**config.mk**
```make
export PLATFORM = sky130hd
export DESIGN_NAME = sdram_arbiter_flat
export DESIGN_NICKNAME = d
export VERILOG_FILES = /design/src/rtl/sdram_arb_pkg.sv /design/src/rtl/sdram_arbiter_if.sv /design/src/rtl/sdram_arb_grant.sv /design/src/rtl/sdram_arbiter.sv /design/src/flat_wrapper.sv
export SDC_FILE = /design/constraint.sdc
export NUM_CORES = 1
export LEC_CHECK = 0
export BUFFER_PORTS_ARGS = -buffer_cell sky130_fd_sc_hd__buf_2
export CORE_AREA = 2 2 78 80
export DETAILED_ROUTE_END_ITERATION = 7
export DIE_AREA = 0 0 80 82
export GPL_ROUTABILITY_DRIVEN = 0
export MAX_ROUTING_LAYER = met4
export PLACE_DENSITY = 0.86
export REMOVE_ABC_BUFFERS = 1
export SLEW_MARGIN = 10
export SYNTH_ARGS = -nofsm -noshare
export SYNTH_HDL_FRONTEND = slang
export SYNTH_SLANG_ARGS = --single-unit
```
**constraint.sdc**
```tcl
create_clock -name clk -period 3.5 [get_ports clk]
set_clock_uncertainty 0.15 [all_clocks]
set_input_delay 0.35 -clock clk [delete_from_list [all_inputs] [get_ports clk]]
set_output_delay 0.35 -clock clk [all_outputs]
set_load 0.01 [all_outputs]
```
**src/rtl/sdram_arb_pkg.sv**
```systemverilog
// Shared types and constants for the two-port SDRAM arbiter.
// Optional watchdog is enabled with the SDRAM_ARB_TIMEOUT_EN macro (see sdram_arbiter.sv).
package sdram_arb_pkg;

  localparam int unsigned ADDR_W          = 25;
  localparam int unsigned DATA_W          = 8;
  localparam int unsigned DONE_LOW_CYCLES = 1;

  typedef enum logic [1:0] {
    IDLE,
    ISSUE,
    WAIT,
    DONE
  } arb_state_e;

  typedef enum logic {
    PORT_A,
    PORT_B
  } port_sel_e;

endpackage

```
**src/rtl/sdram_arbiter_if.sv**
```systemverilog
// Client (A/B) and controller-side signals of the SDRAM arbiter.
// slave is the arbiter's view; master is the surrounding clients plus controller.
interface sdram_arbiter_if;

  logic                              a_req;
  logic                              a_we;
  logic [sdram_arb_pkg::ADDR_W-1:0]  a_addr;
  logic [sdram_arb_pkg::DATA_W-1:0]  a_din;
  logic [sdram_arb_pkg::DATA_W-1:0]  a_dout;
  logic                              a_ack;

  logic                              b_req;
  logic                              b_we;
  logic [sdram_arb_pkg::ADDR_W-1:0]  b_addr;
  logic [sdram_arb_pkg::DATA_W-1:0]  b_din;
  logic [sdram_arb_pkg::DATA_W-1:0]  b_dout;
  logic                              b_ack;

  logic [sdram_arb_pkg::ADDR_W-1:0]  ram_addr;
  logic [sdram_arb_pkg::DATA_W-1:0]  ram_din;
  logic [sdram_arb_pkg::DATA_W-1:0]  ram_dout;
  logic                              ram_rd;
  logic                              ram_we;
  logic                              ram_ready;

  logic                              busy;

  modport slave (
    input  a_req, a_we, a_addr, a_din,
    output a_dout, a_ack,
    input  b_req, b_we, b_addr, b_din,
    output b_dout, b_ack,
    output ram_addr, ram_din, ram_rd, ram_we,
    input  ram_dout, ram_ready,
    output busy
  );

  modport master (
    output a_req, a_we, a_addr, a_din,
    input  a_dout, a_ack,
    output b_req, b_we, b_addr, b_din,
    input  b_dout, b_ack,
    input  ram_addr, ram_din, ram_rd, ram_we,
    output ram_dout, ram_ready,
    input  busy
  );

endinterface

```
**src/rtl/sdram_arb_grant.sv**
```systemverilog
// Combinational winner selection between the two request lines.
// Fixed B priority, or round-robin steered by the pointer held in the top module.
module sdram_arb_grant
  import sdram_arb_pkg::*;
#(
  parameter bit B_PRIORITY = 1'b1
) (
  input  logic      req_a,
  input  logic      req_b,
  input  port_sel_e ptr,
  output logic      gnt_valid,
  output port_sel_e gnt
);

  always_comb begin
    gnt = PORT_A;
    if (req_a && req_b) begin
      gnt = B_PRIORITY ? PORT_B : ptr;
    end else if (req_b) begin
      gnt = PORT_B;
    end
  end

  assign gnt_valid = req_a | req_b;

endmodule

```
**src/rtl/sdram_arbiter.sv**
```systemverilog
// Two-client arbiter turning level req/ack handshakes into edge-triggered SDRAM strobes.
// Define SDRAM_ARB_TIMEOUT_EN to add the ISSUE/WAIT watchdog and the sticky timeout output.
module sdram_arbiter
  import sdram_arb_pkg::*;
#(
  parameter bit          B_PRIORITY     = 1'b1,
  parameter int unsigned TIMEOUT_CYCLES = 1023
) (
  input  logic           clk,
  input  logic           reset_n,
`ifdef SDRAM_ARB_TIMEOUT_EN
  output logic           timeout,
`endif
  sdram_arbiter_if.slave bus
);

  localparam logic [1:0] DoneCntInit = 2'(DONE_LOW_CYCLES - 1);

  arb_state_e        state_q;
  port_sel_e         sel_q;
  port_sel_e         ptr_q;
  port_sel_e         gnt;
  logic              gnt_valid;
  logic              we_q;
  logic [1:0]        done_cnt_q;

  logic              gnt_we;
  logic [ADDR_W-1:0] gnt_addr;
  logic [DATA_W-1:0] gnt_din;

`ifdef SDRAM_ARB_TIMEOUT_EN
  localparam logic [9:0] ToLimit = 10'(TIMEOUT_CYCLES);
  logic [9:0] to_cnt_q;
`else
  // Watchdog limit has no effect without the timeout feature.
  logic unused_timeout_cfg;
  assign unused_timeout_cfg = ^10'(TIMEOUT_CYCLES);
`endif

  sdram_arb_grant #(
    .B_PRIORITY(B_PRIORITY)
  ) u_grant (
    .req_a     (bus.a_req),
    .req_b     (bus.b_req),
    .ptr       (ptr_q),
    .gnt_valid (gnt_valid),
    .gnt       (gnt)
  );

  always_comb begin
    gnt_we   = bus.a_we;
    gnt_addr = bus.a_addr;
    gnt_din  = bus.a_din;
    if (gnt == PORT_B) begin
      gnt_we   = bus.b_we;
      gnt_addr = bus.b_addr;
      gnt_din  = bus.b_din;
    end
  end

  always_ff @(posedge clk or negedge reset_n) begin
    if (!reset_n) begin
      state_q      <= IDLE;
      sel_q        <= PORT_A;
      ptr_q        <= PORT_A;
      we_q         <= 1'b0;
      done_cnt_q   <= '0;
      bus.ram_rd   <= 1'b0;
      bus.ram_we   <= 1'b0;
      bus.ram_addr <= '0;
      bus.ram_din  <= '0;
      bus.a_dout   <= '0;
      bus.b_dout   <= '0;
      bus.a_ack    <= 1'b0;
      bus.b_ack    <= 1'b0;
      bus.busy     <= 1'b0;
`ifdef SDRAM_ARB_TIMEOUT_EN
      to_cnt_q     <= '0;
      timeout      <= 1'b0;
`endif
    end else begin
      bus.a_ack <= 1'b0;
      bus.b_ack <= 1'b0;
      unique case (state_q)
        IDLE: begin
          // Ready low covers controller init and refresh: hold off granting.
          if (bus.ram_ready && gnt_valid) begin
            sel_q        <= gnt;
            we_q         <= gnt_we;
            bus.ram_addr <= gnt_addr;
            bus.ram_din  <= gnt_din;
            bus.ram_we   <= gnt_we;
            bus.ram_rd   <= !gnt_we;
            bus.busy     <= 1'b1;
            state_q      <= ISSUE;
            if (!B_PRIORITY) begin
              ptr_q <= (ptr_q == PORT_A) ? PORT_B : PORT_A;
            end
`ifdef SDRAM_ARB_TIMEOUT_EN
            to_cnt_q     <= '0;
`endif
          end
        end
        ISSUE, WAIT: begin
          if (state_q == WAIT && bus.ram_ready) begin
            if (!we_q) begin
              if (sel_q == PORT_B) bus.b_dout <= bus.ram_dout;
              else                 bus.a_dout <= bus.ram_dout;
            end
            bus.a_ack  <= (sel_q == PORT_A);
            bus.b_ack  <= (sel_q == PORT_B);
            bus.ram_rd <= 1'b0;
            bus.ram_we <= 1'b0;
            done_cnt_q <= DoneCntInit;
            state_q    <= DONE;
`ifdef SDRAM_ARB_TIMEOUT_EN
          end else if (to_cnt_q == ToLimit) begin
            if (sel_q == PORT_B) bus.b_dout <= 8'hFF;
            else                 bus.a_dout <= 8'hFF;
            bus.a_ack  <= (sel_q == PORT_A);
            bus.b_ack  <= (sel_q == PORT_B);
            bus.ram_rd <= 1'b0;
            bus.ram_we <= 1'b0;
            timeout    <= 1'b1;
            done_cnt_q <= DoneCntInit;
            state_q    <= DONE;
`endif
          end else begin
            // Ready dropping in ISSUE is the controller acknowledging the strobe edge.
            if (state_q == ISSUE && !bus.ram_ready) begin
              state_q <= WAIT;
            end
`ifdef SDRAM_ARB_TIMEOUT_EN
            to_cnt_q <= to_cnt_q + 10'd1;
`endif
          end
        end
        DONE: begin
          if (done_cnt_q == '0) begin
            bus.busy <= 1'b0;
            state_q  <= IDLE;
          end else begin
            done_cnt_q <= done_cnt_q - 2'd1;
          end
        end
        default: state_q <= IDLE;
      endcase
    end
  end

endmodule
```
**src/flat_wrapper.sv**
```systemverilog
// flat-port wrapper written by rule: the top's interface ports become plain ports
module sdram_arbiter_flat import sdram_arb_pkg::*;
#(
  parameter bit          B_PRIORITY     = 1'b1,
  parameter int unsigned TIMEOUT_CYCLES = 1023
)
  (clk, reset_n, bus_a_req, bus_a_we, bus_a_addr, bus_a_din, bus_a_dout, bus_a_ack, bus_b_req, bus_b_we, bus_b_addr, bus_b_din, bus_b_dout, bus_b_ack, bus_ram_addr, bus_ram_din, bus_ram_rd, bus_ram_we, bus_ram_dout, bus_ram_ready, bus_busy);
  sdram_arbiter_if bus_i ();
  input  logic clk;
  input  logic reset_n;
  input wire logic [$bits(bus_i.a_req)-1:0] bus_a_req;
  input wire logic [$bits(bus_i.a_we)-1:0] bus_a_we;
  input wire logic [$bits(bus_i.a_addr)-1:0] bus_a_addr;
  input wire logic [$bits(bus_i.a_din)-1:0] bus_a_din;
  output wire logic [$bits(bus_i.a_dout)-1:0] bus_a_dout;
  output wire logic [$bits(bus_i.a_ack)-1:0] bus_a_ack;
  input wire logic [$bits(bus_i.b_req)-1:0] bus_b_req;
  input wire logic [$bits(bus_i.b_we)-1:0] bus_b_we;
  input wire logic [$bits(bus_i.b_addr)-1:0] bus_b_addr;
  input wire logic [$bits(bus_i.b_din)-1:0] bus_b_din;
  output wire logic [$bits(bus_i.b_dout)-1:0] bus_b_dout;
  output wire logic [$bits(bus_i.b_ack)-1:0] bus_b_ack;
  output wire logic [$bits(bus_i.ram_addr)-1:0] bus_ram_addr;
  output wire logic [$bits(bus_i.ram_din)-1:0] bus_ram_din;
  output wire logic [$bits(bus_i.ram_rd)-1:0] bus_ram_rd;
  output wire logic [$bits(bus_i.ram_we)-1:0] bus_ram_we;
  input wire logic [$bits(bus_i.ram_dout)-1:0] bus_ram_dout;
  input wire logic [$bits(bus_i.ram_ready)-1:0] bus_ram_ready;
  output wire logic [$bits(bus_i.busy)-1:0] bus_busy;
  assign bus_i.a_req = bus_a_req;
  assign bus_i.a_we = bus_a_we;
  assign bus_i.a_addr = bus_a_addr;
  assign bus_i.a_din = bus_a_din;
  assign bus_a_dout = bus_i.a_dout;
  assign bus_a_ack = bus_i.a_ack;
  assign bus_i.b_req = bus_b_req;
  assign bus_i.b_we = bus_b_we;
  assign bus_i.b_addr = bus_b_addr;
  assign bus_i.b_din = bus_b_din;
  assign bus_b_dout = bus_i.b_dout;
  assign bus_b_ack = bus_i.b_ack;
  assign bus_ram_addr = bus_i.ram_addr;
  assign bus_ram_din = bus_i.ram_din;
  assign bus_ram_rd = bus_i.ram_rd;
  assign bus_ram_we = bus_i.ram_we;
  assign bus_i.ram_dout = bus_ram_dout;
  assign bus_i.ram_ready = bus_ram_ready;
  assign bus_busy = bus_i.busy;
  sdram_arbiter #(.B_PRIORITY(B_PRIORITY), .TIMEOUT_CYCLES(TIMEOUT_CYCLES)) u_core (.clk(clk), .reset_n(reset_n), .bus(bus_i));
endmodule
```
Word-level counts from Yosys, hierarchy flattened
Cells that the tools add are included.
{"block": "word_totals", "ff_bits": 60, "output_inout_bits": 54, "in_bits": 81, "elab_cells": 69}
{"block": "classes", "n_addsub": 1, "bitwise": 3, "reduce_logical": 19, "n_eq_ne": 8, "n_mux": 25}
{"operator": "$mux W25", "count": 1}
{"operator": "$mux W1", "count": 12}
{"operator": "$mux W2", "count": 6}
{"operator": "$reduce_and A3 Y1", "count": 4}
{"operator": "$mux W8", "count": 1}
{"operator": "$reduce_and A4 Y1", "count": 2}
{"operator": "$ne A2 B1 Y1 const B", "count": 3}
{"operator": "$pmux W1 S2", "count": 3}
{"operator": "$pmux W2 S3", "count": 1}
{"operator": "$reduce_bool A2 Y1", "count": 3}
{"operator": "$eq A2 B2 Y1 const B", "count": 2}
{"operator": "$logic_and A1 B1 Y1", "count": 4}
{"operator": "$logic_not A2 Y1", "count": 2}
{"operator": "$pmux W2 S2", "count": 1}
{"operator": "$ne A3 B1 Y1 const B", "count": 1}
{"operator": "$eq A2 B1 Y1 const B", "count": 1}
{"operator": "$logic_not A1 Y1", "count": 2}
{"operator": "$ne A2 B2 Y1 const B", "count": 1}
{"operator": "$not A1 Y1", "count": 2}
{"operator": "$reduce_and A2 Y1", "count": 1}
{"operator": "$reduce_or A2 Y1", "count": 1}
{"operator": "$sub A2 B1 Y2 const B", "count": 1}
{"operator": "$or A1 B1 Y1", "count": 1}

Longest topological paths before layout
Gate-level depths: netlist of run 1.
{"block": "depth", "word_depth": 6, "mapped_depth": 6, "mapped_depth_nobuf": 6}

Hierarchy
A second synthesis of run 1 with hierarchy kept.
{"block": "hier_totals", "cells_unflattened": 242, "hier_area_um2": 2795.2}
{"mod": "sdram_arbiter", "seq_area_each_um2": 1501.4, "cells_per_inst": 240, "instances": 1, "area_each_um2": 2785.2}
{"mod": "sdram_arb_grant", "seq_area_each_um2": 0.0, "cells_per_inst": 2, "instances": 1, "area_each_um2": 10.0}

Least setup slack after synthesis of run 1
No wires, ideal clock.
{"block": "synth_timing", "path_type": "flip-flop to flip-flop", "from": "register u_core.state_q[0]", "to": "register u_core.bus.b_dout[0]", "t_required_ps": 3225, "setup_time_ps": 125, "period_less_slack_ps": 1959, "stages_incl_launch_ff": 7, "slack_ps": 1541, "arrival_time_ps": 1684, "n_path_buf": 1, "path_cell_list": "dfrtp_1 > inv_1 > ha_1 > nand3_2 > or3_1 > buf_6 > mux2_4"}
{"block": "synth_between", "elab_chain_cells": 3, "word_cells_on_any_way": 5, "cone_classes": "eq/ne (2); reduce/logical (3)"}
{"item": "from (decl)", "line": "sdram_arbiter.sv:19", "source": "arb_state_e state_q;"}
{"item": "from (signal assigned)", "line": "sdram_arbiter.sv:63", "source": "state_q <= IDLE;"}
{"item": "from (signal assigned)", "line": "sdram_arbiter.sv:95", "source": "state_q <= ISSUE;"}
{"item": "from (signal assigned)", "line": "sdram_arbiter.sv:115", "source": "state_q <= DONE;"}
{"item": "$eq A2 B1 Y1 or $eq A2 B2 Y1 (tied branches)", "line": "sdram_arbiter.sv:84, sdram_arbiter.sv:105"}
{"item": "$reduce_or A2 Y1 or $logic_and A1 B1 Y1 (tied branches)", "line": "sdram_arbiter.sv:84, sdram_arbiter.sv:105"}
{"item": "$reduce_and A4 Y1 (no source line) *"}
{"item": "to (signal assigned)", "line": "sdram_arbiter.sv:107", "source": "if (sel_q == PORT_B) bus.b_dout <= bus.ram_dout;"}
{"item": "to (decl)", "line": "sdram_arbiter_if.sv:32", "source": "output b_dout, b_ack,"}
Every way passes the cells marked *; elsewhere a longest branch is shown, timed or not.
A chain may end at the register's enable or synchronous reset.

Final worst setup path of run 1
{"block": "layout_timing", "from": "register u_core.state_q[0]", "to": "register u_core.bus.b_dout[5]"}
The elaborated chain is that of the path after synthesis.

==> metrics, run 1 <==
Port Buf Inserts ~130; Post-CTS Setup Bufs 0; Seq cells post-synth 60; gr ovfl total 0; CTS Sinks 60; antenna violations before repair 0; Distinct cells, synth 27; via/cell ratio 4.85; P per Cell Area just over 800 mW/mm²; Hold Buf Count CTS 1; wire length per cell 12.9 µm; Die Y between 80 and 90 µm; first-pass GRT wire length roughly 9300 µm; critical path cell sequence inv_1 > ha_1 > nand3_2 > or3_1 > mux2_4; busiest grt layer met2; CP Capture Type flop; Worst EP arrival between 2000 and 2500 ps; area delta synth->final 35.5%; largest net degree at the start of global routing 45; commonest non-fill, non-tap cell in the layout buf_2; min Tclk post-route ~2200 ps; H-tree depth 3; clock insertion delay at the later pin of the skew report 330 ps; Final ANT Viol Nets 0; # nets final between 400 and 500; Non-Filler Instances 454; Max Slew Vio Count 0; worst slew pin tran about 700 ps; Final period util 0.628; status finished, final reports clean; layout cells sized above 1 0.456; most frequent cells in the layout buf_2 (134), dfrtp_1 (60), nand2_1 (39); dpl hpwl 4600 µm; core area ~0.0057 mm²; Crit Path Max Fanout 8; die width around 80 µm; Final setup viols 0; mean post-synth cell area approximately 12 µm²; Longest Clk Path Bufs 2; Cells after DPL roughly 440; CTS tree yes; post-layout util 0.640; DRC 0; # IOs between 100 and 150; clk root buf clkbuf_8; Synth Instances approximately 240; Total GRT Usage 0.189; CP Launch Point u_core.state_q[0]; yosys warns 0; Critical Path RT between 3000 and 4000 ps; crit start category flop; Leak approximately 0.002 µW; Worst-path clk slew about 60 ps; Synth Cell Area between 0.002 and 0.003 mm²; worst hold path class in2reg; Die Area ~0.0066 mm²; worst setup path class reg2reg; fillcell total 495; VDD IR-drop max 0.000339 V; fmax roughly 450 MHz; Design Area, Final 0.00368 mm²; Worst path max stage delay around 540 ps; RSZ-0062 raised after global routing no; GR Layer Usage met1 0.201; Final Hold Viols 0; Vias between 2000 and 2500; Cell Area, Placed roughly 0.0035 mm²; router iterations before antenna repair 4; setup TNS 0 ps; starting density of the core 0.473; met2 usage 0.341; Row Count 28; n_diodes 0; met3 global-route usage 0.0352; CTS-repair resized insts 0; maxcap violations 0; DRC marker count from the first detailed-route iteration 63; Routed WL slightly below 6000 µm; number of global-route vias before repair ~2200; Slowest cell on crit path or3_1; max_slew headroom 0.543; post-synthesis sequential area ratio 0.553; worst hold start bus_ram_dout[6]; Worst R2R Start u_core.state_q[0]; CTS Buf Count 9; area of the multi-input gates between 0.001 and 0.0015 mm²; Seq. cell area approximately 0.0015 mm²
[registers in the layout, summed over array words and instances (netlist names), 2 cells and up]
signal / cells
u_core.bus.b_dout: 8
u_core.bus.a_dout: 8
u_core.state_q: 2
u_core.done_cnt_q: 2
u_core.bus.ram_din: 8
u_core.bus.ram_addr: 25
[synth_stat cells]
library cell / n / area, µm²
nor2b_1: 1 / 6.26
o2111ai_1: 1 / 8.76
inv_1: 7 / 26.3
o211ai_1: 1 / 7.51
nand3_2: 1 / 10.0
nand3_1: 1 / 5.00
and2_1: 1 / 6.26
nor2_1: 4 / 15.0
mux2_2: 11 / 124
buf_2: 4 / 20.0
mux2_4: 8 / 120
a21oi_1: 2 / 10.0
nor3_2: 1 / 10.0
a21o_1: 1 / 7.51
nor3_1: 1 / 5.00
or3_1: 2 / 12.5
o21ai_0: 37 / 185
nand2_1: 39 / 146
a22o_1: 2 / 17.5
buf_6: 1 / 11.3
ha_1: 5 / 62.6
mux2i_1: 35 / 350
clkbuf_1: 7 / 26.3
o22ai_1: 1 / 6.26
or2b_1: 1 / 7.51
dfrtp_1: 60 / 1500
nand4_1: 1 / 6.26
[layer usage]
metal	share of wire	wire, µm
met5	0	0
met4	0.015	86
met3	0.067	394
met2	0.52	3020
met1	0.40	2340
[worst paths after layout]
check / end / slack, ps / cells past startpoint
hold / removal: u_core.bus.b_dout[6] / 120 / 2
hold reg to reg: u_core.bus.ram_addr[3] / 330 / 2
setup reg to reg: u_core.bus.b_dout[5] / 1300 / 5
setup / recovery: u_core.bus.b_dout[5] / 1300 / 5
max in group asynchronous: u_core.bus.ram_addr[2] / 1930 / 3
min in group asynchronous: u_core.bus.a_dout[7] / 450 / 2
[cell type report]
| type | count | area share |
|---|---|---|
| Inverter | 7 | 0.00714 |
| Tap cell | 75 | 0.0255 |
| Clock buffer | 12 | 0.0394 |
| Multi-Input combinational cell | 157 | 0.307 |
| Timing Repair Buffer | 139 | 0.193 |
| Clock inverter | 4 | 0.0197 |
| Sequential cell | 60 | 0.408 |
[through the flow]
| stage | setup slack [ps] | total power [µW] | hold slack (ps) |
|---|---|---|---|
| global placement | 1370 | 2260 | 266 |
| finish | 1300 | 2970 | 119 |
| floorplan | 210 | 1830 | -95.6 |
| detailed placement | 1290 | 2320 | 280 |
| CTS | 1280 | 3010 | 103 |
| global route | 1160 | 3200 | 107 |
[cell families after synthesis]
family | after synthesis | synth area share
flip-flops | 60 | 0.553
multiplexers | 54 | 0.219
AND/OR/NAND/NOR | 53 | 0.0848
AO/OA/AOI/OAI | 45 | 0.0894
buffers and inverters | 19 | 0.0309
adder cells (fa/ha/maj) | 5 | 0.0230
[worst max-delay path, delay by kind of cell (launching register included)]
family,cells,cell delay (ps)
simple gates,2,690
fa+ha+maj,1,410
flops,1,390
mux,1,370
buf+inv,1,80
[power by group]
part	total [µW]	switching (µW)	internal, µW
Clock	677	257	420
Sequential	1180	170	1010
Combinational	1120	582	535
Note: power is estimated with default switching activity, not from simulation.
==> run 2, diff against run 1 <==
--- a/config.mk
+++ b/config.mk
@@ -6,12 +6,12 @@
 export NUM_CORES = 1
 export LEC_CHECK = 0
 export BUFFER_PORTS_ARGS = -buffer_cell sky130_fd_sc_hd__buf_2
-export CORE_AREA = 2 2 78 80
+export CORE_AREA = 2 2 80 82
 export DETAILED_ROUTE_END_ITERATION = 7
-export DIE_AREA = 0 0 80 82
+export DIE_AREA = 0 0 82 84
 export GPL_ROUTABILITY_DRIVEN = 0
 export MAX_ROUTING_LAYER = met4
-export PLACE_DENSITY = 0.86
+export PLACE_DENSITY = 0.82
 export REMOVE_ABC_BUFFERS = 1
 export SLEW_MARGIN = 10
 export SYNTH_ARGS = -nofsm -noshare
==> constraint.sdc (replaced) <==
create_clock -name clk -period 2.1 [get_ports clk]
set_clock_uncertainty 0.15 [all_clocks]
set_input_delay 0.21 -clock clk [delete_from_list [all_inputs] [get_ports clk]]
set_output_delay 0.21 -clock clk [all_outputs]
set_load 0.01 [all_outputs]
==> metrics, run 2 (synthesis gave the netlist of run 1 again) <==
layout cells sized above 1 0.456 (about the same); commonest non-fill, non-tap cell in the layout buf_2 (unchanged); Critical Path RT 2160 ps (was 3560 ps); fmax 510 MHz (was 455 MHz); Longest Clk Path Bufs 2 (unchanged); Post-CTS Setup Bufs 0 (unchanged); H-tree depth 3 (unchanged); worst slew pin tran 479 ps (was 685 ps); Vias 2240 (was 2201); n_diodes 0 (unchanged); CTS Sinks 60 (unchanged); first-pass GRT wire length 9550 µm (was 9300 µm); Final Hold Viols 0 (unchanged); Slowest cell on crit path or3_4 (was or3_1); dpl hpwl 4600 µm (about the same); Seq. cell area 0.00150 mm² (unchanged); most frequent cells in the layout buf_2 (134), dfrtp_1 (60), nand2_1 (39) (unchanged); P per Cell Area 1290 mW/mm² (was 807 mW/mm²); Cell Area, Placed 0.00351 mm² (was 0.00345 mm²); status finished, final reports clean (unchanged); die width 82 µm (was 80 µm); Fin Hold WS 14.9 ps (was 119 ps); router iterations before antenna repair 4 (unchanged); CP Capture Type flop (unchanged); Non-Filler Instances 467 (was 454); CTS tree yes (unchanged); Max Slew Vio Count 0 (unchanged); crit path buf inv count 1 (unchanged); DRC marker count from the first detailed-route iteration 73 (was 63); Cells after DPL 443 (was 437); crit start category flop (unchanged); core area 0.00610 mm² (was 0.00575 mm²); Die Y 84 µm (was 82 µm); via/cell ratio 4.80 (was 4.85); clk root buf clkbuf_8 (unchanged); min Tclk post-route 1960 ps (was 2200 ps); Crit Path Max Fanout 8 (unchanged); DRC 0 (unchanged); max reg flops 25 (unchanged); Biggest register u_core.bus.ram_addr (unchanged); RSZ-0062 raised after global routing no (unchanged); Worst-path clk slew 60 ps (about the same); Routed WL 5980 µm (was 5840 µm); maxcap violations 0 (unchanged); post-layout util 0.623 (was 0.640); # IOs 135 (unchanged); wire length per cell 12.8 µm (was 12.9 µm); pre-CTS setup slack -41.8 ps (was 1290 ps); Row Count 29 (was 28); max_slew headroom 0.679 (was 0.543); area of the multi-input gates 0.00113 mm² (about the same); antenna violations before repair 0 (unchanged); Port Buf Inserts 134 (unchanged); Leak 0.00209 µW (was 0.00203 µW); area delta synth->final 39.8% (was 35.5%); worst setup path class reg2reg (unchanged); number of global-route vias before repair 2199 (was 2169); critical path's top delay family simple AND/OR/NAND/NOR gates (unchanged); final setup margin 138 ps (was 1300 ps); Worst EP arrival 2020 ps (was 2260 ps); Total GRT Usage 0.187 (was 0.189); Final ANT Viol Nets 0 (unchanged); fillcell total 505 (was 495); VDD IR-drop max 0.000677 V (was 0.000339 V); largest net degree at the start of global routing 41 (was 45); Design Area, Final 0.00380 mm² (was 0.00368 mm²); worst hold path class in2reg (unchanged); Worst path max stage delay 450 ps (was 540 ps); CTS Buf Count 9 (unchanged); Final setup viols 0 (unchanged); clock insertion delay at the later pin of the skew report 330 ps (about the same); starting density of the core 0.445 (was 0.473); # nets final 472 (was 460); gr ovfl total 0 (unchanged); Final period util 0.934 (was 0.628); Die Area 0.00689 mm² (was 0.00656 mm²); critical path cell sequence inv_1 > ha_1 > nand3_2 > or3_4 > mux2_4 (was inv_1 > ha_1 > nand3_2 > or3_1 > mux2_4)
==> run 2: worst paths after layout <==
| path | from | end | slack [ps] | depth (start not counted) |
|---|---|---|---|---|
| setup / recovery | u_core.state_q[0] | u_core.bus.b_dout[4] | 140 | 5 |
| hold / removal | bus_a_addr[12] | u_core.bus.ram_addr[12] | 10 | 3 |
| setup reg to reg | u_core.state_q[0] | u_core.bus.b_dout[4] | 140 | 5 |
| hold reg to reg | u_core.bus.ram_we | u_core.bus.ram_we | 320 | 1 |
| max in group asynchronous | reset_n | u_core.bus.ram_addr[16] | 940 | 3 |
| min in group asynchronous | reset_n | u_core.bus.b_dout[1] | 210 | 2 |
==> run 2: what timing repair did <==
| item | in CTS | in global routing |
|---|---|---|
| resized for setup | 1 | 0 |
| hold buffers | 9 | 0 |
| endpoints found under the setup margin | 8 | 0 |
| hold endpoints to repair | 35 | 0 |
==> run 2: where the power goes <==
group | total [µW] | switching, µW | leakage (µW) | internal (µW)
Sequential | 1960 | 287 | 0.000757 | 1680
Clock | 993 | 421 | 0.0000914 | 571
Combinational | 1940 | 986 | 0.00124 | 952
==> run 2: through the flow <==
| step | power [µW] | TNS, ps |
|---|---|---|
| 2_1_floorplan | 3060 | -36260 |
| 3_3_place_gp | 3820 | 0 |
| 3_5_place_dp | 3930 | -260 |
| 4_1_cts | 4960 | 0 |
| 5_1_grt | 5270 | 0 |
| 6_report | 4890 | 0 |
==> run 2: final cells by class <==
cell class / instances / share of cell area
timing repair buffer: 151 / 0.223
clock inverter: 4 / 0.0132
tap: 77 / 0.0254
inverter: 7 / 0.00692
sequential: 60 / 0.396
multi-input combinational: 157 / 0.299
clock buffer: 11 / 0.0372
==> run 2: per-layer routing <==
layer  wire length [µm]  global-route usage  vias up  share of wire
li1                   -                   -     1113              -
met1               2470               0.206     1032           0.41
met2               3060               0.322       85           0.51
met3                355              0.0335       10          0.059
met4                 94              0.0818        0          0.016
met5                  0                   -        -              0
==> run 2: tightest hold or removal path: stages <==
cell     delay (ps)
buf_2            70
mux2i_1          50
o21ai_0         120
